$ cat config.mk
export PLATFORM = sky130hd
export DESIGN_NAME = key_bcd_counter
export DESIGN_NICKNAME = d
export VERILOG_FILES = /design/src/rtl/key_bcd_counter.sv
export SDC_FILE = /design/constraint.sdc
export NUM_CORES = 1
export LEC_CHECK = 0
export ABC_CLOCK_PERIOD_IN_PS = 5500
export BUFFER_PORTS_ARGS = -buffer_cell sky130_fd_sc_hd__buf_2
export CAP_MARGIN = 5
export CORE_UTILIZATION = 49
export DETAILED_ROUTE_END_ITERATION = 12
export GPL_TIMING_DRIVEN = 0
export PLACE_DENSITY = 0.69
export SETUP_SLACK_MARGIN = 0.3
export SLEW_MARGIN = 15
export SYNTH_ARGS = -nofsm -noshare
export SYNTH_HDL_FRONTEND = slang
export SYNTH_SLANG_ARGS = --single-unit
$ cat constraint.sdc
create_clock -name CLOCK_50 -period 5.5 [get_ports CLOCK_50]
set_input_delay 1.1 -clock CLOCK_50 [delete_from_list [all_inputs] [get_ports CLOCK_50]]
set_output_delay 1.1 -clock CLOCK_50 [all_outputs]
set_load 0.05 [all_outputs]
$ cat src/rtl/key_bcd_counter.sv
// rtl/key_bcd_counter.sv - debounced pushbutton driving a BCD up/down counter with switch load (optional KEY_BCD_AUTOREPEAT_EN)
module key_bcd_counter #(
    parameter int DEBOUNCE_CYCLES = 500000,
    parameter int DIGITS          = 2
) (
    input  logic                  CLOCK_50,
    input  logic                  RESET_N,
    input  logic                  KEY_N,
    input  logic                  UP,
    input  logic                  LOAD,
    input  logic [4*DIGITS-1:0]   LOAD_VAL,
    output logic [4*DIGITS-1:0]   DIGIT,
    output logic                  STEP,
    output logic                  WRAP
);

    localparam int            CW     = $clog2(DEBOUNCE_CYCLES + 1);
    localparam logic [CW-1:0] C_LAST = CW'(DEBOUNCE_CYCLES - 1);
    localparam logic [CW-1:0] C_ONE  = CW'(1);

    typedef enum logic [1:0] {
        S_IDLE_HIGH = 2'd0,
        S_WAIT_LOW  = 2'd1,
        S_IDLE_LOW  = 2'd2,
        S_WAIT_HIGH = 2'd3
    } deb_state_t;

    logic                r_sync1;
    logic                r_sync2;
    logic                w_ks;

    deb_state_t          r_state;
    deb_state_t          w_state_nxt;
    logic [CW-1:0]       r_cnt;
    logic [CW-1:0]       w_cnt_nxt;
    logic                w_deb_press;
    logic                w_rep_fire;
    logic                w_press_nxt;
    logic                r_press;

    logic [4*DIGITS-1:0] r_digit;
    logic                r_step;
    logic                r_wrap;
    logic [4*DIGITS-1:0] w_inc;
    logic [4*DIGITS-1:0] w_dec;
    logic [4*DIGITS-1:0] w_clamp;
    logic                w_inc_co;
    logic                w_dec_bo;

    // Two-flop synchroniser; idles high so reset looks like a released key
    always_ff @(posedge CLOCK_50 or negedge RESET_N) begin
        if (!RESET_N) begin
            r_sync1 <= 1'b1;
            r_sync2 <= 1'b1;
        end else begin
            r_sync1 <= KEY_N;
            r_sync2 <= r_sync1;
        end
    end

    assign w_ks = r_sync2;

    // Debounce state register; press is registered so it lines up with IDLE_LOW entry
    always_ff @(posedge CLOCK_50 or negedge RESET_N) begin
        if (!RESET_N) begin
            r_state <= S_IDLE_HIGH;
            r_cnt   <= '0;
            r_press <= 1'b0;
        end else begin
            r_state <= w_state_nxt;
            r_cnt   <= w_cnt_nxt;
            r_press <= w_press_nxt;
        end
    end

    // Debounce next-state: a new level must stay put for DEBOUNCE_CYCLES samples
    always_comb begin
        w_state_nxt = r_state;
        w_cnt_nxt   = r_cnt;
        case (r_state)
            S_IDLE_HIGH: begin
                w_cnt_nxt = '0;
                if (!w_ks) begin
                    w_state_nxt = S_WAIT_LOW;
                    w_cnt_nxt   = C_ONE;
                end
            end
            S_WAIT_LOW: begin
                if (w_ks) begin
                    w_state_nxt = S_IDLE_HIGH;
                    w_cnt_nxt   = '0;
                end else if (r_cnt == C_LAST) begin
                    w_state_nxt = S_IDLE_LOW;
                    w_cnt_nxt   = '0;
                end else begin
                    w_cnt_nxt = r_cnt + C_ONE;
                end
            end
            S_IDLE_LOW: begin
                w_cnt_nxt = '0;
                if (w_ks) begin
                    w_state_nxt = S_WAIT_HIGH;
                    w_cnt_nxt   = C_ONE;
                end
            end
            S_WAIT_HIGH: begin
                if (!w_ks) begin
                    w_state_nxt = S_IDLE_LOW;
                    w_cnt_nxt   = '0;
                end else if (r_cnt == C_LAST) begin
                    w_state_nxt = S_IDLE_HIGH;
                    w_cnt_nxt   = '0;
                end else begin
                    w_cnt_nxt = r_cnt + C_ONE;
                end
            end
            default: begin
                w_state_nxt = S_IDLE_HIGH;
                w_cnt_nxt   = '0;
            end
        endcase
    end

    // Debounce outputs: press only on the accepted falling level, never on release
    always_comb begin
        w_deb_press = (r_state == S_WAIT_LOW) && !w_ks && (r_cnt == C_LAST);
        w_press_nxt = w_deb_press || w_rep_fire;
    end

`ifdef KEY_BCD_AUTOREPEAT_EN
    localparam int            REP_CYCLES = 8 * DEBOUNCE_CYCLES;
    localparam int            RW         = $clog2(REP_CYCLES);
    localparam logic [RW-1:0] REP_LAST   = RW'(REP_CYCLES - 1);

    logic [RW-1:0] r_rep_cnt;
    logic          w_rep_stay;

    assign w_rep_stay = (r_state == S_IDLE_LOW) && (w_state_nxt == S_IDLE_LOW);
    assign w_rep_fire = w_rep_stay && !LOAD && (r_rep_cnt == REP_LAST);

    // Repeat timer runs from the original press while the key stays down
    always_ff @(posedge CLOCK_50 or negedge RESET_N) begin
        if (!RESET_N) begin
            r_rep_cnt <= '0;
        end else if (!w_rep_stay || LOAD || w_rep_fire) begin
            r_rep_cnt <= '0;
        end else begin
            r_rep_cnt <= r_rep_cnt + RW'(1);
        end
    end
`else
    assign w_rep_fire = 1'b0;
`endif

    // BCD increment chain; carry out of the top digit means the count wrapped
    always_comb begin : p_inc
        logic v_c;
        v_c   = 1'b1;
        w_inc = r_digit;
        for (int i = 0; i < DIGITS; i++) begin
            if (v_c) begin
                if (r_digit[4*i +: 4] >= 4'd9) begin
                    w_inc[4*i +: 4] = 4'd0;
                    v_c             = 1'b1;
                end else begin
                    w_inc[4*i +: 4] = r_digit[4*i +: 4] + 4'd1;
                    v_c             = 1'b0;
                end
            end
        end
        w_inc_co = v_c;
    end

    // BCD decrement chain; borrow out of the top digit means the count wrapped
    always_comb begin : p_dec
        logic v_b;
        v_b   = 1'b1;
        w_dec = r_digit;
        for (int i = 0; i < DIGITS; i++) begin
            if (v_b) begin
                if (r_digit[4*i +: 4] == 4'd0) begin
                    w_dec[4*i +: 4] = 4'd9;
                    v_b             = 1'b1;
                end else begin
                    w_dec[4*i +: 4] = r_digit[4*i +: 4] - 4'd1;
                    v_b             = 1'b0;
                end
            end
        end
        w_dec_bo = v_b;
    end

    // Switch values above 9 are clamped so DIGIT never shows a non-BCD nibble
    always_comb begin
        w_clamp = LOAD_VAL;
        for (int i = 0; i < DIGITS; i++) begin
            if (LOAD_VAL[4*i +: 4] > 4'd9) begin
                w_clamp[4*i +: 4] = 4'd9;
            end
        end
    end

    // Count register: LOAD wins over a coincident press
    always_ff @(posedge CLOCK_50 or negedge RESET_N) begin
        if (!RESET_N) begin
            r_digit <= '0;
            r_step  <= 1'b0;
            r_wrap  <= 1'b0;
        end else if (LOAD) begin
            r_digit <= w_clamp;
            r_step  <= 1'b0;
            r_wrap  <= 1'b0;
        end else if (r_press) begin
            r_digit <= UP ? w_inc : w_dec;
            r_step  <= 1'b1;
            r_wrap  <= UP ? w_inc_co : w_dec_bo;
        end else begin
            r_step  <= 1'b0;
            r_wrap  <= 1'b0;
        end
    end

    assign DIGIT = r_digit;
    assign STEP  = r_step;
    assign WRAP  = r_wrap;

endmodule

# Word-level counts from Yosys, hierarchy flattened
# Index checks and enable logic that the tools add are counted.
[word_totals]
input_bits = 13
output_inout_bits = 10
register_bits = 34
word_cells = 72
[classes]
order_cmp = 4
n_mux = 35
addsub = 5
eq_ne = 9
reduce_logical = 10
[ops]
columns = ["cell", "count"]
rows = [
  ["case mux 19 bit (4 select lines)", 1],
  ["2-to-1 mux 19 bit", 3],
  ["2-to-1 mux 4 bit", 8],
  ["2-to-1 mux 8 bit", 3],
  ["adder 19 x 1 -> 19 bit, second input constant", 1],
  ["equality test 19 bit, second input constant", 1],
  ["2-to-1 mux 1 bit", 13],
  ["2-to-1 mux 2 bit", 6],
  ["adder 4 x 1 -> 4 bit, second input constant", 2],
  ["greater-or-equal comparator 4 bit, second input constant", 2],
  ["> comparator 4 bit, second input constant", 2],
  ["logical NOT 4 bit", 2],
  ["case mux 2 bit (4 select lines)", 1],
  ["subtractor 4 x 1 -> 4 bit, second input constant", 2],
  ["!= test 3 bit, second input constant", 2],
  ["equality test 2 bit, second input constant", 2],
  ["!= test 2 bit, second input constant", 2],
  ["AND reduction 4 bit", 1],
  ["!= test 3 x 1 -> 1 bit, second input constant", 1],
  ["AND reduction 3 bit", 1],
  ["nonzero test 3 bit", 1],
  ["equality test 2 x 1 -> 1 bit, second input constant", 1],
  ["logical AND 1 bit", 2],
  ["logical NOT 2 bit", 1],
  ["2 further kinds", 2],
]

# Logic depth before layout (Yosys ltp)
# Gate-level depths: netlist of run 1.
[depth]
word_depth = 6
mapped_depth = 7

# Least setup slack after synthesis of run 1
# No wires, ideal clock.
[synth_path]
path_type = "register to register"
from = "reg r_digit[1] (netlist: DIGIT[1])"
to = "reg r_digit[7] (netlist: DIGIT[7])"
required_ns = 5.374
path_stages_with_launch = 8
arrival_ns = 2.144
setup_ns = 0.126
path_slack_ns = 3.230
cell_sequence = "dfrtp_1 > inv_1 > ha_1 > or3b_1 > and3_4 > o31ai_4 > o21ba_1 > o32a_1"
[synth_between]
elab_chain_cells = 4
word_cells_on_any_way = 7
classes_between = "order compare (1); eq/ne (1); mux (2); reduce/logical (3)"
[synth_rtl]
columns = ["item", "line", "rtl"]
rows = [
  ["start, declared", "41", "logic [4*DIGITS-1:0] r_digit;"],
  ["start signal, assigned", "210", "r_digit <= w_clamp;"],
  ["start signal, assigned", "214", "r_digit <= UP ? w_inc : w_dec;"],
  ["greater-or-equal comparator 4 bit / logical NOT 4 bit (equally long branches)", "162, 181", ""],
  ["2-to-1 mux 1 bit (on tied branches)", "162, 181", ""],
  ["!= test 3 x 1 -> 1 bit (no source line) / nonzero test 3 bit (equally long branches)", "--", ""],
  ["AND reduction 3 bit (no source line) (*)", "--", ""],
]
# Every way passes the cells marked *; elsewhere a longest branch is shown, timed or not.
# A chain may end at the register's enable or synchronous reset.

# Final worst setup path of run 1
[layout_path]
from = "reg r_digit[4] (netlist: DIGIT[4])"
to = "out DIGIT[4]"
[layout_lines]
columns = ["item", "line", "rtl"]
rows = [
  ["end, declared", "12", "output logic [4*DIGITS-1:0] DIGIT,"],
]
# No word-level cell between the ends.

==> flow_metrics.tcl, run 1 <==
set metrics [dict create \
    placed_area_um2 2160 \
    die_h_um 65.8 \
    hold_viol_final 0 \
    path_buf_inv 1 \
    start_util_pct 52.8 \
    power_uw 634 \
    cts_resized 0 \
    skew_ns 0.00566 \
    drt_iter0_markers 109 \
    place_inst 284 \
    crit_start "DIGIT[4]$_DFFE_PN0P_" \
    arrival_ns 1.16 \
    cts.sinks 34 \
    antenna_left 0 \
    root_buffer "clkbuf_8" \
    slew_violations 0 \
    end_kind "output port" \
    cpMaxStageDelayCell "dfrtp_1" \
    synth_edf_count 0 \
    clock_power_share_pct 29.5 \
    yosysWarningCount 0 \
    r2r_start "DIGIT[0]$_DFFE_PN0P_" \
    power_density_nw_per_um2 281 \
    grt_max_degree 35 \
    grt_pass1_wl_mm 6.39 \
    die_x_um 65.8 \
    worstSetupPathType "reg2out" \
    clk_pin_slew_ns 0.07 \
    core_area_um2 3770 \
    ctsHtreeMaxLevel 2 \
    fmax_ghz 0.443 \
    grt-ovfl-total 0 \
    worst-r2r-setup-slack_ns 3.29 \
    synth.yosys.seq_area_share_pct 42.8 \
    hp-class "reg2reg" \
    peakVddDrop_mv 0.195 \
    required_ns 4.40 \
    post_drt_wl_per_cell_um 13.0 \
    grt_pass1_vias 1409 \
    routabilityCongestion 0.864 \
    drcViolationCount 0 \
    synth-seq-cells 34 \
    netlist_area_um2 1990 \
    async_flop_share_pct 100 \
    postLayoutCellArea_um2 2250 \
    combPwrFrac_pct 25.2 \
    fin_cells 292 \
    grt_antenna_before_repair 0 \
    syn2layout_area_growth_pct 13.1 \
    numCtsBuffers 5 \
    swShare_pct 33.8 \
    cp_top_family "flip-flops" \
    r2r-end "DIGIT[7]$_DFFE_PN0P_" \
    endpoint "DIGIT[4]" \
    status "finished, final reports clean" \
    startpoint_type "flip-flop" \
    worst_pin_slew_ns 0.739 \
    viasPerCell 5.49 \
    worstPathCellList "buf_2" \
    clk_path_buf_depth 2 \
    fin_nets 264 \
    path_max_fanout 10 \
    netlist.area_leader.share_pct 40.2 \
    layout-drive-gt1-share_pct 16.0 \
    yosys.area.top_type "dfrtp_1" \
    diodes 0 \
    avgSynthCellArea_um2 9.31 \
    rsz0062_at_grt "false" \
    die_area_um2 4320 \
    cap_violations 0 \
    relSlewSlack_pct 50.7 \
    r2r_cells 7 \
    whs_ns 0.359 \
    hold_buffers 0 \
    dp_hpwl_mm 2.72 \
    min_period_over_period_pct 41.0 \
    rows 22 \
    cp.depth 1 \
    io_buffers 22 \
    setup_viol 0 \
    synthFlopType "dfrtp_1" \
    synthCells 214 \
    p_sw_uw 214 \
    internal_power_uw 420 \
    cpPeakStageDelay_ns 0.54 \
    track_usage_pct 19.8 \
    pin_count 23 \
    leakage_uw 0.000967 \
    syn_nets 235 \
    cts_tree "done" \
    firstDrtPassIters 4 \
    fin_tns_setup_ns 0 \
    synthDistinctLibCells 47 \
    worstSkewPairLatency_ns 0.29 \
    cts_setup_buffers 0 \
    synthTopCellsByCount "dfrtp_1, nor2_1, xnor2_1, inv_1, nand2_1" \
    pwr-share-seq_pct 45.2 \
    vias 1603 \
    synth_area_leaders "dfrtp_1, nor2_1, xnor2_1" \
    period_needed_ns 2.26 \
    wl_mm 3.79 \
]
[kinds of logic after synthesis]
logic type	synth area share [%]
flops	42.8
buf+inv	3.45
simple gates	26.3
mux	0.503
compound gates	13.1
fa+ha+maj	5.03
xor+xnor	8.79
[worst min path at each step]
stage	startpoint	end	slack [ns]	cells past startpoint
after floorplan	r_sync1$_DFF_PN1_	r_sync2$_DFF_PN1_	0.35	0
after global placement	r_sync1$_DFF_PN1_	r_sync2$_DFF_PN1_	0.35	0
after detailed placement	r_sync1$_DFF_PN1_	r_sync2$_DFF_PN1_	0.35	0
after CTS	r_sync1$_DFF_PN1_	r_sync2$_DFF_PN1_	0.36	0
after global routing	r_sync1$_DFF_PN1_	r_sync2$_DFF_PN1_	0.36	0
final	r_sync1$_DFF_PN1_	r_sync2$_DFF_PN1_	0.36	0
[registers in the layout, summed over array words and instances (netlist names), named ones only]
signal / flops
DIGIT: 8
r_cnt: 19
r_press: 1
r_sync1: 1
STEP: 1
WRAP: 1
r_state: 1
r_sync2: 1
[metrics by stage]
step / setup WS [ns] / util, %
final: 3.24 / 59.8
after global routing: 3.15 / 59.8
after CTS: 3.25 / 59.8
after detailed placement: 3.12 / 57.3
after global placement: 3.13 / 57.3
after floorplan: 3.23 / -
[cell usage in the layout (no fill, tap or decap), drive strengths merged, types with 3 or more instances in the layout]
cell type and instances:
buf 23, xnor2 13, ha 8, nor4b 6, nand4 5, o21ai 11, nor2 32, dfrtp 32
and3 5, nand2 12, clkbuf 12, nand3b 3, nor3 5, nor2b 7, a21oi 5, nand3 9
xor2 7, a211oi 3, and4 3, inv 12
[power by group through the flow]
stage	Combinational, uW	Clock (uW)	Sequential (uW)
after detailed placement	160	0	291
after global routing	178	200	290
after global placement	161	0	291
after floorplan	80.8	0	327
after CTS	161	194	287
final	160	187	287
[routing by layer]
layer / part of all wire (%) / GRT usage (%) / vias to the layer above / routed length (um)
li1: - / - / 816 / -
met1: 51 / 29.1 / 741 / 1950
met2: 43 / 27.6 / 40 / 1630
met3: 4.4 / 6.77 / 6 / 167
met4: 1.1 / 4.89 / 0 / 40
met5: 0 / 0 / - / 0
[layout make-up]
cell class                      count  area (um^2)
Clock buffer                        7         86.3
Tap cell                           48         60.1
Inverter                           12         45.0
Clock inverter                      1         5.00
Timing Repair Buffer               22          110
Buffer                              6         23.8
Fill cell                         334         1520
Sequential cell                    34          853
Multi-Input combinational cell    162         1070
Note: power is estimated with default switching activity, not from simulation.
==> run 2, diff against run 1 <==
--- a/config.mk
+++ b/config.mk
@@ -5,13 +5,13 @@
 export SDC_FILE = /design/constraint.sdc
 export NUM_CORES = 1
 export LEC_CHECK = 0
-export ABC_CLOCK_PERIOD_IN_PS = 5500
+export ABC_CLOCK_PERIOD_IN_PS = 2000
 export BUFFER_PORTS_ARGS = -buffer_cell sky130_fd_sc_hd__buf_2
 export CAP_MARGIN = 5
 export CORE_UTILIZATION = 49
 export DETAILED_ROUTE_END_ITERATION = 12
 export GPL_TIMING_DRIVEN = 0
-export PLACE_DENSITY = 0.69
+export PLACE_DENSITY = 0.71
 export SETUP_SLACK_MARGIN = 0.3
 export SLEW_MARGIN = 15
 export SYNTH_ARGS = -nofsm -noshare
==> constraint.sdc (replaced) <==
create_clock -name CLOCK_50 -period 2 [get_ports CLOCK_50]
set_input_delay 0.4 -clock CLOCK_50 [delete_from_list [all_inputs] [get_ports CLOCK_50]]
set_output_delay 0.4 -clock CLOCK_50 [all_outputs]
set_load 0.05 [all_outputs]
==> run 2 against run 1 <==
Clock skew is 0.00065 ns lower. Register-to-register slack worse by 3.2 ns. First-iteration DRC count is 33% higher. Non-clock buffer count is 22 higher. Final area is 17% higher. Via count is 9.6% higher. Clock power grew to 2.7 times the previous value. Power grew to 2.9 times the previous value. Sequential share of layout area is 5.3 points lower. Sequential power grew to 2.7 times the previous value. Largest cell class unchanged.
==> flow_metrics.tcl, run 2 (synthesized netlist as in run 1, its figures left out) <==
set metrics [dict create \
    status "finished, final reports clean" \
    period_needed_ns 1.90 \
    pin_count 23 \
    skew_ns 0.00502 \
    setup_ws_ns 0.0960 \
    grt_pass1_wl_mm 7.11 \
    largest-register "r_cnt" \
    required_ns 2.16 \
    worst_pin_slew_ns 0.710 \
    use_met2_pct 37.2 \
    nFillCells 292 \
    wl_mm 4.45 \
    ctsHtreeMaxLevel 2 \
    fin_cells 314 \
    rsz0062_at_grt "true" \
    clk_pin_slew_ns 0.07 \
    slew_violations 0 \
    r2r_start "DIGIT[1]$_DFFE_PN0P_" \
    routabilityCongestion 0.811 \
    largest_reg_flops 19 \
    cpPeakStageDelay_ns 0.42 \
    cap_violations 0 \
    viasPerCell 5.60 \
    final_common_cell "dfrtp_1" \
    hp-class "in2async" \
    grt_max_degree 35 \
    placed_area_um2 2180 \
    start_util_pct 52.8 \
    drcViolationCount 0 \
    cts.sinks 34 \
    setup_viol 0 \
    numCtsBuffers 5 \
    grt_pass1_vias 1635 \
    layout_common_cells "dfrtp_1, nor2_1, buf_2" \
    clk_path_buf_depth 2 \
    layout-drive-gt1-share_pct 36.8 \
    cpMaxStageDelayCell "dfrtp_2" \
    path_buf_inv 1 \
    grt_use_met3_pct 6.08 \
    io_buffers 22 \
    grt_antenna_before_repair 0 \
    min_period_over_period_pct 95.2 \
    drt_iter0_markers 145 \
    fin_nets 286 \
    rows 22 \
    track_usage_pct 22.1 \
    worstSkewPairLatency_ns 0.28 \
    diodes 0 \
    top_usage_layer "met2" \
    firstDrtPassIters 4 \
    worstPathCellList "inv_2 > ha_4 > or3b_4 > and3_4 > o31ai_4 > o21ba_1 > o32a_1" \
    fmax_ghz 0.525 \
    leakage_uw 0.00111 \
    place_inst 284 \
    startpoint_type "flip-flop" \
    root_buffer "clkbuf_8" \
    peakVddDrop_mv 0.532 \
    core_area_um2 3770 \
    met1_usage_pct 25.8 \
    post_drt_wl_per_cell_um 14.2 \
    crit_start "DIGIT[1]$_DFFE_PN0P_" \
    dp_hpwl_mm 2.73 \
    grt-ovfl-total 0 \
    path_max_fanout 3 \
    die_x_um 65.8 \
    die_area_um2 4320 \
    power_density_nw_per_um2 699 \
    relSlewSlack_pct 52.7 \
    antenna_left 0 \
    die_h_um 65.8 \
    end_kind "flip-flop" \
    cp_top_family "compound AO/OA/AOI/OAI gates" \
    vias 1757 \
    cts_tree "done" \
    arrival_ns 2.07 \
    postLayoutCellArea_um2 2640 \
    place_ws_ns -0.0837 \
    syn2layout_area_growth_pct 32.5 \
    worstSetupPathType "reg2reg" \
    hold_viol_final 0 \
]
==> run 2: changes by cell type in the layout (fill, tap and decap cells not counted), sizes merged <==
cell	before	now
clkinvlp	0	1
clkbuf	12	11
buf	23	45
==> run 2: path summary, 6_finish.rpt <==
| kind | to | slack, ns | cells past startpoint |
|---|---|---|---|
| setup / recovery | DIGIT[7]$_DFFE_PN0P_ | 0.1 | 7 |
| hold / removal | r_cnt[8]$_DFF_PN0_ | 0.17 | 1 |
| setup reg to reg | DIGIT[7]$_DFFE_PN0P_ | 0.1 | 7 |
| hold reg to reg | r_sync2$_DFF_PN1_ | 0.36 | 0 |
| max in group asynchronous | DIGIT[1]$_DFFE_PN0P_ | 1.33 | 1 |
| min in group CLOCK_50 | r_sync1$_DFF_PN1_ | 0.22 | 1 |
==> run 2: final cells by class <==
class | count | area (um^2) | share of cell area (%)
clock buffers | 6 | 82.6 | 3.13
inverters | 12 | 45.0 | 1.71
well taps | 48 | 60.1 | 2.27
repair buffers | 44 | 308 | 11.7
flip-flops and latches | 34 | 860 | 32.6
plain buffers | 6 | 42.5 | 1.61
multi-input cells | 162 | 1230 | 46.6
clock inverters | 2 | 12.5 | 0.474
==> run 2: metrics by stage <==
| step | total power (uW) | utilization [%] | hold slack (ns) | setup TNS (ns) |
|---|---|---|---|---|
| 2_1_floorplan | 1130 | - | 0.104 | -0.0850 |
| 3_3_place_gp | 1250 | 57.9 | 0.346 | -0.0692 |
| 3_5_place_dp | 1250 | 57.9 | 0.347 | -0.256 |
| 4_1_cts | 1800 | 64.4 | 0.191 | 0 |
| 5_1_grt | 1950 | 70.0 | 0.200 | 0 |
| 6_report | 1840 | 70.0 | 0.169 | 0 |
==> run 2: repair_timing <==
item                                    CTS  global route
cloned                                    0             1
gates resized for setup                  13            39
pin swaps                                 8            18
hold buffers                              0             0
setup buffers                            14             7
endpoints found under the hold margin     0             0
endpoints found under the setup margin   28            25
==> run 2: layer usage <==
metal  vias to the layer above  wire length, um
met5                         -                0
met3                         8              222
li1                        857                -
met4                         0               73
met1                       845             1940
met2                        47             2210
==> run 2: report_power, final <==
group	switching [uW]	leakage [uW]	internal [uW]
clock	230	0.0000472	276
sequential	53.9	0.000442	730
combinational	340	0.000616	214
total	624	0.00111	1220
